$ cat src/rtl/adc_serial_rx_multi.sv
// Multi-line SPI ADC receiver: one CS frame, N_CH MSB-first lines, lead-zero/length checked; no backpressure.
// Result and ticks appear one SCLK after the CS-high edge; `ADC_AVG_EN averages 2**AVG_LOG2 valid frames.
module adc_serial_rx_multi #(
    parameter int FRAME_BITS = 16,
    parameter int DATA_BITS  = 12,
    parameter int LEAD_ZEROS = 4,
    parameter int N_CH       = 2,
    parameter int AVG_LOG2   = 2
) (
    input  logic                         SCLK,
    input  logic                         reset,
    input  logic                         CS,
    input  logic [N_CH-1:0]              SDATA,
    output logic                         rx_done_tick,
    output logic                         frame_err,
    output logic [N_CH*FRAME_BITS-1:0]   b_reg,
    output logic [N_CH*DATA_BITS-1:0]    data_Out,
    output logic [15:0]                  frame_cnt
);
    localparam int CNT_W = $clog2(FRAME_BITS + 1);

    typedef enum logic {IDLE, SHIFT} state_t;

    state_t                    state, state_nxt;
    logic [CNT_W-1:0]          bit_cnt, bit_cnt_nxt;
    logic                      shift_en, frame_end, lead_ok, frame_ok, out_load;
    logic [N_CH*DATA_BITS-1:0] sample, out_val;

    always_ff @(posedge SCLK) begin
        if (!reset) begin
            state   <= IDLE;
            bit_cnt <= '0;
        end else begin
            state   <= state_nxt;
            bit_cnt <= bit_cnt_nxt;
        end
    end

    always_comb begin
        state_nxt   = state;
        bit_cnt_nxt = bit_cnt;
        shift_en    = 1'b0;
        frame_end   = 1'b0;
        case (state)
            IDLE: begin
                if (!CS) begin
                    state_nxt   = SHIFT;
                    bit_cnt_nxt = CNT_W'(1);
                    shift_en    = 1'b1;
                end
            end
            SHIFT: begin
                if (CS) begin
                    state_nxt   = IDLE;
                    bit_cnt_nxt = '0;
                    frame_end   = 1'b1;
                end else if (bit_cnt < CNT_W'(FRAME_BITS)) begin
                    // surplus bits beyond FRAME_BITS are dropped: register and count hold
                    shift_en    = 1'b1;
                    bit_cnt_nxt = bit_cnt + CNT_W'(1);
                end
            end
            default: state_nxt = IDLE;
        endcase
    end

    always_comb begin
        lead_ok = 1'b1;
        sample  = '0;
        for (int ch = 0; ch < N_CH; ch++) begin
            sample[ch*DATA_BITS +: DATA_BITS] = b_reg[ch*FRAME_BITS +: DATA_BITS];
            for (int b = FRAME_BITS - LEAD_ZEROS; b < FRAME_BITS; b++)
                if (b_reg[ch*FRAME_BITS + b]) lead_ok = 1'b0;
        end
    end

    assign frame_ok = frame_end && (bit_cnt == CNT_W'(FRAME_BITS)) && lead_ok;

`ifdef ADC_AVG_EN
    localparam int ACC_W = DATA_BITS + AVG_LOG2;

    logic [ACC_W-1:0]    acc     [N_CH];
    logic [ACC_W-1:0]    acc_sum [N_CH];
    logic [AVG_LOG2-1:0] avg_cnt;

    always_comb begin
        out_val = '0;
        for (int ch = 0; ch < N_CH; ch++) begin
            acc_sum[ch] = acc[ch] + ACC_W'(sample[ch*DATA_BITS +: DATA_BITS]);
            out_val[ch*DATA_BITS +: DATA_BITS] = acc_sum[ch][ACC_W-1:AVG_LOG2];
        end
    end

    assign out_load = frame_ok && (avg_cnt == '1);

    always_ff @(posedge SCLK) begin
        if (!reset) begin
            avg_cnt <= '0;
            for (int ch = 0; ch < N_CH; ch++) acc[ch] <= '0;
        end else if (frame_ok) begin
            avg_cnt <= avg_cnt + AVG_LOG2'(1);
            for (int ch = 0; ch < N_CH; ch++)
                acc[ch] <= (avg_cnt == '1) ? '0 : acc_sum[ch];
        end
    end
`else
    assign out_val  = sample;
    assign out_load = frame_ok;

    // AVG_LOG2 only sizes the averaging path, which is absent in this build
    if (AVG_LOG2 < 0) begin : g_avg_log2_unused
    end
`endif

    always_ff @(posedge SCLK) begin
        if (!reset) begin
            b_reg        <= '0;
            data_Out     <= '0;
            frame_cnt    <= '0;
            rx_done_tick <= 1'b0;
            frame_err    <= 1'b0;
        end else begin
            rx_done_tick <= out_load;
            frame_err    <= frame_end && !frame_ok;
            frame_cnt    <= frame_cnt + 16'(frame_ok);
            if (out_load) data_Out <= out_val;
            if (shift_en)
                for (int ch = 0; ch < N_CH; ch++)
                    b_reg[ch*FRAME_BITS +: FRAME_BITS] <=
                        {b_reg[ch*FRAME_BITS +: FRAME_BITS-1], SDATA[ch]};
        end
    end
endmodule

$ cat config.mk
export PLATFORM = sky130hd
export DESIGN_NAME = adc_serial_rx_multi
export DESIGN_NICKNAME = d
export VERILOG_FILES = /design/src/rtl/adc_serial_rx_multi.sv
export SDC_FILE = /design/constraint.sdc
export NUM_CORES = 1
export LEC_CHECK = 0
export CAP_MARGIN = 20
export CORE_MARGIN = 3
export CORE_UTILIZATION = 45
export DETAILED_ROUTE_END_ITERATION = 6
export PLACE_DENSITY = 0.73
export SETUP_SLACK_MARGIN = 0.15
export SKIP_CTS_REPAIR_TIMING = 1
export SYNTH_ARGS = -nofsm -noshare
export SYNTH_HDL_FRONTEND = slang
export SYNTH_SLANG_ARGS = --single-unit
$ cat constraint.sdc
create_clock -name SCLK -period 3 [get_ports SCLK]
set_input_delay 0.45 -clock SCLK [delete_from_list [all_inputs] [get_ports SCLK]]
set_output_delay 0.45 -clock SCLK [all_outputs]
set_load 0.05 [all_outputs]
==> metrics <==
CP required=3.24 ns; fmax=0.444 GHz; post-synth net total=380; Reg area=1600 sq um; CP endpoint kind=flip-flop; IO Port Bufs=78; Pleak=1.42 nW; initial antenna violation count=0; Setup CP Type=reg2reg; Layout area overhead=28.8%; GP Congestion=0.785; Mapped Cells=371; Via Count=2728; Initial DRC Count=91; IO Count=79; Filler Cell Count=662; sequential area share after synthesis=0.471; Synth Register Bits=80; WL/cell=13.3 microns; cell area after synthesis=3400 sq um; RSZ-0062 raised after global routing=false; status=completed; Min-Delay Path Class=reg2reg; Clk pwr share=0.367; setup ws final=0.750 ns; power per cell area=419 nW/um^2; drt first pass iters=4; Core Footprint=7290 sq um; top cell type's share of synthesized area=0.471; async set-reset flop share out of synthesis=0; Fin. Hold Viols=0; Yosys Warn Count=0; clock skew=0.0119 ns; Initial Util=0.466; top-count cell post-synth=nand2_1; Routed WL=7260 microns; setup TNS=0 ns; ANT cells=0; nets@finish=452; Post-Place Worst Slack=0.420 ns; fin crit share=0.750; largest area contributor in the netlist=dfxtp_1; total clock sinks=80; maximum fanout along the worst path=9; Slew @ Worst Pin=0.798 ns; gr ovfl total=0; WHS=0.455 ns; post-route minimum period=2.25 ns; placed wire-length estimate=5020 microns; Post-synth EDFFs=0; Arrival @ worst endpoint=2.49 ns; largest net degree at the start of global routing=53; final setup fails=0; # H-tree levels=3; number of global-route vias before repair=2691; sw frac=0.236; Die Wd=92.9 microns; all-layer global routing usage=0.180; commonest cells in the netlist=nand2_1, dfxtp_1, a21oi_1, nand3_2, o21ai_2; Gate power share=0.048; Yosys cell types=38; peak supply drop=0.276 mV; Slew HR=0.468; Clock Latency Late Sink=0.35 ns; first-pass GRT wire length=12600 microns; Clock Path Buffers=2; Pint=1.40 mW; Die ar.=8630 sq um; ranking of synthesized cells by area=dfxtp_1, nand2_1, nand3_2; Seq pwr share=0.585; NetSw=0.433 mW; share of cells above drive strength 1=0.186; startpoint types=flip-flop; clk slew on worst S/H paths=0.07 ns; Max Cap Viol=0; DIE HEIGHT=92.9 microns; Final ANT Viol Nets=0; Via density=5.01; CTS tree=done; synthesized area per cell=9.16 sq um; area of the multi-input gates=1630 sq um; CTS Buf Count=9; Slew Limit Fails=0; max reg flops=32; count of standard-cell rows=31; CTS root buffer=clkbuf_8; top_reg_cell synth=dfxtp_1; residual DRC count=0
==> kinds of logic (layout without fill, tap and decap cells) <==
kind of cell	Yosys count	after routing	synth area share
and+or+nand+nor	171	171	0.294
adders and majority gates	4	4	0.0147
DFF	80	80	0.471
AOI/OAI and AO/OA	73	73	0.139
buffers and inverters	31	106	0.0497
xor gates and xnor gates	12	12	0.0309
==> stage by stage <==
stage	util	instances	instance area (sq um)	total power, mW
3_3_place_gp	0.578	531	4220	1.18
5_1_grt	0.600	545	4380	1.91
3_5_place_dp	0.578	531	4220	1.19
2_1_floorplan	-	371	3400	1.16
6_report	0.600	545	4380	1.83
4_1_cts	0.600	545	4380	1.86
==> per-layer routing <==
| metal | up-vias | routed length, microns | part of all wire | global-route usage |
|---|---|---|---|---|
| met4 | 0 | 43 | 0.0059 | 0.0501 |
| met2 | 69 | 3430 | 0.47 | 0.286 |
| met5 | - | 0 | 0 | 0 |
| met3 | 6 | 511 | 0.070 | 0.0780 |
| li1 | 1385 | - | - | - |
| met1 | 1268 | 3270 | 0.45 | 0.223 |
==> layout make-up <==
| cell class | instances | area share |
|---|---|---|
| timing repair buffer | 84 | 0.190 |
| clock buffer | 10 | 0.0315 |
| tap | 99 | 0.0283 |
| multi-input combinational | 260 | 0.372 |
| clock inverter | 4 | 0.00515 |
| inverter | 8 | 0.00686 |
| sequential | 80 | 0.366 |
==> layout by cell type, fill, tap and decap left out, types with 5 or more instances in the layout <==
master            n
nand3_2          25
nor2_1           19
clkdlybuf4s50_1  77
dfxtp_1          80
xnor2_1          11
inv_1             7
clkbuf_8         10
a21oi_1          38
buf_4             5
nand2_1          94
o21ai_2          24
==> final timing paths <==
path,to,cells after the start,slack [ns],start
setup / recovery,frame_cnt[14],9,0.75,bit_cnt[4]
hold / removal,data_Out[10],2,0.45,data_Out[10]
setup reg to reg,frame_cnt[14],9,0.75,bit_cnt[4]
hold reg to reg,data_Out[10],2,0.45,data_Out[10]
==> critical path, stage by stage, from the launching register on <==
cell and delay, ns:
dfxtp_1 0.50, nor4b_4 0.32, nand4_4 0.13, inv_1 0.08
ha_1 0.20, ha_1 0.21, nand3_2 0.19, nor4_2 0.33
xnor2_1 0.15, nor2_1 0.05
==> power by group through the flow <==
stage	clock network (mW)	logic, mW	registers, mW
finish	0.674	0.0878	1.07
global route	0.742	0.0962	1.07
CTS	0.699	0.0887	1.07
detailed placement	0	0.0884	1.10
global placement	0	0.0867	1.10
floorplan	0	0.0500	1.11
(Power assumes the default switching activity.)
